File: src/rtl/edge_pkg.sv
// Shared edge-code definitions for the edge detector / edge replay pair.
package edge_pkg;

    typedef enum logic [1:0] {
        EDGE_NONE = 2'd0,
        EDGE_RISE = 2'd1,
        EDGE_FALL = 2'd2,
        EDGE_RSVD = 2'd3
    } edge_code_t;

    typedef enum logic {
        ST_IDLE  = 1'b0,
        ST_DWELL = 1'b1
    } replay_state_t;

    // A transition is legal only if it actually changes the current level.
    function automatic logic is_legal_edge(input edge_code_t code, input logic level);
        return ((code == EDGE_RISE) && (level == 1'b0)) ||
               ((code == EDGE_FALL) && (level == 1'b1));
    endfunction

endpackage

File: src/rtl/edge_cmd_fifo.sv
// Small synchronous FIFO for queued edge commands; wrap-bit pointers distinguish full from empty.
module edge_cmd_fifo #(
    parameter int DEPTH = 4
) (
    input  logic       clk,
    input  logic       rst,
    input  logic       push,
    input  logic [1:0] push_data,
    input  logic       pop,
    output logic [1:0] pop_data,
    output logic       full,
    output logic       empty
);

    localparam int AW = $clog2(DEPTH);

    logic [1:0]  mem_r [DEPTH];
    logic [AW:0] wr_ptr_r;
    logic [AW:0] rd_ptr_r;
    logic        do_push_s;
    logic        do_pop_s;

    assign full      = (wr_ptr_r[AW] != rd_ptr_r[AW]) && (wr_ptr_r[AW-1:0] == rd_ptr_r[AW-1:0]);
    assign empty     = (wr_ptr_r == rd_ptr_r);
    assign do_push_s = push & ~full;
    assign do_pop_s  = pop & ~empty;
    assign pop_data  = mem_r[rd_ptr_r[AW-1:0]];

    // Pointer update; reset discards any queued contents.
    always_ff @(posedge clk) begin
        if (!rst) begin
            wr_ptr_r <= '0;
            rd_ptr_r <= '0;
        end else begin
            if (do_push_s) begin
                wr_ptr_r <= wr_ptr_r + {{AW{1'b0}}, 1'b1};
            end
            if (do_pop_s) begin
                rd_ptr_r <= rd_ptr_r + {{AW{1'b0}}, 1'b1};
            end
        end
    end

    // Storage write; contents are don't-care until written.
    always_ff @(posedge clk) begin
        if (do_push_s) begin
            mem_r[wr_ptr_r[AW-1:0]] <= push_data;
        end
    end

endmodule

File: src/rtl/edge_replay.sv
// Rebuilds a level line from queued edge codes, spacing transitions by at least MIN_DWELL cycles
// and echoing each applied transition on edge_out.
module edge_replay
    import edge_pkg::*;
#(
    parameter bit DEFAULT    = 1'b0,
    parameter int MIN_DWELL  = 4,
    parameter int FIFO_DEPTH = 4
) (
    input  logic       clk,
    input  logic       rst,
    input  logic [1:0] cmd,
    input  logic       cmd_valid,
    output logic       cmd_ready,
    input  logic       err_clr,
    output logic       level_out,
    output logic [1:0] edge_out,
    output logic       busy,
    output logic       err_sticky
);

    localparam int CNT_W = $clog2(MIN_DWELL + 1);
    localparam logic [CNT_W-1:0] DWELL_LOAD = CNT_W'(MIN_DWELL - 1);

    replay_state_t   state_r;
    logic [CNT_W-1:0] cnt_r;

    logic       full_s;
    logic       empty_s;
    logic [1:0] head_data_s;
    edge_code_t cmd_code_s;
    edge_code_t head_code_s;
    logic       accept_s;
    logic       push_s;
    logic       rsvd_s;
    logic       pop_s;
    logic       legal_s;
    logic       redundant_s;

    edge_cmd_fifo #(
        .DEPTH(FIFO_DEPTH)
    ) u_fifo (
        .clk      (clk),
        .rst      (rst),
        .push     (push_s),
        .push_data(cmd),
        .pop      (pop_s),
        .pop_data (head_data_s),
        .full     (full_s),
        .empty    (empty_s)
    );

    assign busy = ~empty_s | (state_r == ST_DWELL);

    // Accept filtering: only real transitions are queued, reserved codes flag an error.
    always_comb begin
        cmd_ready  = rst & ~full_s;
        accept_s   = cmd_valid & cmd_ready;
        cmd_code_s = edge_code_t'(cmd);
        push_s     = 1'b0;
        rsvd_s     = 1'b0;
        case (cmd_code_s)
            EDGE_RISE, EDGE_FALL: push_s = accept_s;
            EDGE_RSVD:            rsvd_s = accept_s;
            EDGE_NONE:            push_s = 1'b0;
            default:              push_s = 1'b0;
        endcase
    end

    // Pop decision: the dwell counter must have expired before the next command executes.
    always_comb begin
        head_code_s = edge_code_t'(head_data_s);
        if (state_r == ST_IDLE) begin
            pop_s = ~empty_s;
        end else begin
            pop_s = ~empty_s & (cnt_r == '0);
        end
        legal_s     = pop_s & is_legal_edge(head_code_s, level_out);
        redundant_s = pop_s & ~legal_s;
    end

    // Replay FSM with registered level, echo and sticky error.
    always_ff @(posedge clk) begin
        if (!rst) begin
            state_r    <= ST_IDLE;
            cnt_r      <= '0;
            level_out  <= DEFAULT;
            edge_out   <= EDGE_NONE;
            err_sticky <= 1'b0;
        end else begin
            edge_out <= EDGE_NONE;
            if (legal_s) begin
                level_out <= ~level_out;
                edge_out  <= head_code_s;
                cnt_r     <= DWELL_LOAD;
                state_r   <= ST_DWELL;
            end else if (redundant_s) begin
                cnt_r   <= '0;
                state_r <= ST_IDLE;
            end else if (state_r == ST_DWELL) begin
                if (cnt_r != '0) begin
                    cnt_r <= cnt_r - {{(CNT_W-1){1'b0}}, 1'b1};
                end else begin
                    state_r <= ST_IDLE;
                end
            end else begin
                state_r <= ST_IDLE;
            end

            // A new error takes priority over a simultaneous clear.
            if (rsvd_s | redundant_s) begin
                err_sticky <= 1'b1;
            end else if (err_clr) begin
                err_sticky <= 1'b0;
            end else begin
                err_sticky <= err_sticky;
            end
        end
    end

endmodule

File: config.mk
export PLATFORM = sky130hd
export DESIGN_NAME = edge_replay
export DESIGN_NICKNAME = d
export VERILOG_FILES = /design/src/rtl/edge_pkg.sv /design/src/rtl/edge_cmd_fifo.sv /design/src/rtl/edge_replay.sv
export SDC_FILE = /design/constraint.sdc
export NUM_CORES = 1
export LEC_CHECK = 0
export ABC_AREA = 1
export ABC_CLOCK_PERIOD_IN_PS = 2100
export CAP_MARGIN = 25
export CORE_AREA = 2 2 52 54
export CTS_CLUSTER_DIAMETER = 100
export DETAILED_ROUTE_END_ITERATION = 10
export DIE_AREA = 0 0 54 56
export PLACE_DENSITY = 0.71
export SETUP_SLACK_MARGIN = 0.02
export SLEW_MARGIN = 20
export SYNTH_ARGS = -nofsm -noshare
export SYNTH_HDL_FRONTEND = slang
export SYNTH_SLANG_ARGS = --single-unit
File: constraint.sdc
create_clock -name clk -period 2.1 [get_ports clk]
set_clock_uncertainty 0.15 [all_clocks]
set_input_delay 0.42 -clock clk [delete_from_list [all_inputs] [get_ports clk]]
set_output_delay 0.42 -clock clk [all_outputs]
set_load 0.01 [all_outputs]
==> results.cfg <==
[run_status]
status = complete, no violations

[yosys]
synthFlopType = dfxtp_1
synthesis.nets = 164
synth-edff-count = 8
yosys.area.top_type_share_pct = 25.2
ys_top_cells_by_count = 38 x nand2_1, 20 x inv_1, 16 x dfxtp_1
netlist-cell-type-count = 22
avgSynthCellArea_um2 = 8.47
yosys_warnings = 0
yosysMostFrequentCell = nand2_1
syn_area_mm2 = 0.00127
synth_area_leaders = dfxtp_1 25%, edfxtp_1 19%, nand2_1 11%
yosysTopAreaCell = dfxtp_1
synthCells = 150
synth.ff_latch_count = 24
synth-async-reset-ratio_pct = 0
ys_seq_area_share_pct = 44.1

[cells_and_area]
fillers = 217
nets = 188
num_antenna_cells = 0
area_delta_synth_final_pct = 18.6
postLayoutCellArea_mm2 = 0.00151
drive_above_1_share_pct = 25.4

[routing]
dr.first_iter.drc_count = 9
drt-wirelength-per-cell_um = 10.5
drc = 0
routed_wl_mm = 2.13
via_count = 975
detail-route-antenna-nets = 0
drt_pass1_iterations = 4
viasPerCell = 4.80

[worst_setup_path]
cp_slowest_cell = dfxtp_4
critical_path_buf_inv_count = 3
startpoint_type = register
timing.rr.start = u_fifo.rd_ptr_r[1]$_SDFFE_PN0P_
r2r_slack_ns = 0.50
crit_top_cell = nand2_2
worstPathRequired_ns = 1.53
reg2reg_depth = 7
arrival_ns = 1.40
rr_endpoint = u_fifo.mem_r[1][1]$_DFFE_PP_
cpPeakStageDelay_ns = 0.38
path_cells = inv_2 > nand2_1 > nand2_2 > nand3_2 > nand2_2 > inv_1 > dlygate4sd2_1
crit_type = register to output port
crit_fanout = 5
critPathCaptureType = output port
cp_top_family = flip-flops

[floorplan]
die_area_mm2 = 0.00302
pin_count = 12
initial_core_util_pct = 52.2
rows = 18
core-area_mm2 = 0.00243
die_w_um = 54
dieHeight_um = 56

[global_route]
gr-total-overflow = 0
grt_pass1_vias = 909
grt_pass1_wl_mm = 3.60
grt_max_degree = 14
antenna_found_initial = 0
grt_use_total_pct = 16.3

[place]
place.detailed.hpwl_mm = 1.71
dpl-instance-area_mm2 = 0.00146
place_congestion = 0.753
portBuffers = 11
dp_slack_ns = -0.0153

[job]
cap_violations = 0

[timing]
hold_viol = 0
post-route-period-util_pct = 93.6
slew_violations = 0
final.setup.tns_ns = 0
setup_viol = 0
whs_ns = 0.319
setup_slack_ns = 0.134
min_period_ns = 1.97
slew_headroom_pct = 85.5
max_freq_mhz = 509
rsz0062_at_grt = false
worst_slew_pin_slew_ns = 0.215

[clock_network]
cts_root_buffer = clkbuf_4
cts_tree = done
cts_buffers = 3
cts.sinks = 24
h-tree-depth = 1
clk_pin_slew_ns = 0.13
ctsLongestPathBuffers = 2
clk_latency_ns = 0.32
cts_hold_buf = 0

[power]
peakVddDrop_mv = 0.507
power.density_mw_per_mm2 = 978
p_leak_nw = 0.662

[hold_path]
min_path_cells = 2
worstHoldEndpoint = cnt_r[2]$_SDFFE_PP0P_
worst_hold_startpoint = cnt_r[2]$_SDFFE_PP0P_
hold_class = register to register
## metrics by stage
step	std cells	power, mW	utilization [%]
finish	203	1.47	61.9
global route	203	1.61	61.9
CTS	203	1.48	61.6
detailed placement	197	1.28	59.9
global placement	197	1.27	59.9
floorplan	150	1.10	-
## routing by layer
metal  global-route usage, %  vias to the layer above  part of all wire [%]
met2                    27.4                       12                    50
met3                    3.23                        5                   2.8
met4                    7.50                        0                   2.3
met1                    19.3                      433                    45
met5                       0                        -                     0
li1                        -                      525                     -
## registers in the layout, indices dropped and copies added (netlist names), named ones only
register         cells
u_fifo.mem_r         8
level_out            1
err_sticky           1
cnt_r                3
edge_out             2
state_r              1
u_fifo.rd_ptr_r      3
u_fifo.wr_ptr_r      3
## worst max path at each step
stage,start,to,cells after the start
2_1_floorplan,cmd[0],u_fifo.mem_r[0][0]$_DFFE_PP_,3
3_3_place_gp,rst,cmd_ready,4
3_5_place_dp,rst,cmd_ready,4
4_1_cts,u_fifo.wr_ptr_r[1]$_SDFFE_PN0P_,cmd_ready,7
5_1_grt,u_fifo.wr_ptr_r[1]$_SDFFE_PN0P_,cmd_ready,7
6_report,u_fifo.wr_ptr_r[1]$_SDFFE_PN0P_,cmd_ready,7
## power breakdown
group	switching, mW	internal (mW)	leakage (nW)
clock network	0.138	0.0697	0.0154
logic	0.397	0.254	0.442
registers	0.0536	0.561	0.205
total	0.588	0.884	0.662
## timing repair
action	in CTS	in global routing
endpoints found under the setup margin	2	2
gates resized for setup	5	6
buffers inserted	2	0
pin swaps	1	2
## cell type report
type                            count  area (µm²)  area share, %
Inverter                           26         103           6.81
Sequential cell                    24         567           37.6
Tap cell                           30        37.5           2.49
Multi-Input combinational cell     99         598           39.7
Timing Repair Buffer               20         175           11.6
Clock inverter                      1        3.75          0.249
Clock buffer                        3        22.5           1.50
## worst reg2reg max path: cells and delay by family (launching register included)
kind                   cells  cell delay (ns)
buffers and inverters      2             0.19
DFF                        1             0.39
and+or+nand+nor            5             0.58
## kinds of logic (layout without fill, tap and decap cells)
group / Yosys count / count (layout) / synth area share [%]
buf+inv: 27 / 50 / 9.16
fa+ha+maj: 8 / 8 / 7.88
xor+xnor: 1 / 1 / 0.690
compound gates: 18 / 18 / 8.28
simple gates: 72 / 72 / 29.9
flops: 24 / 24 / 44.1
## cell usage in the layout (no fill, tap or decap), drive strengths merged
master,netlist,final
clkdlybuf4s50,0,9
nor2,9,9
a211oi,1,1
nand3,14,14
o21ai,5,5
nand4,4,4
buf,0,9
clkbuf,1,3
ha,8,8
xor2,1,1
nand2,45,45
dlygate4sd2,0,2
dfxtp,16,16
inv,26,26
edfxtp,8,8
clkinv,0,1
a21oi,12,12
Power figures use the tool's default switching activity.
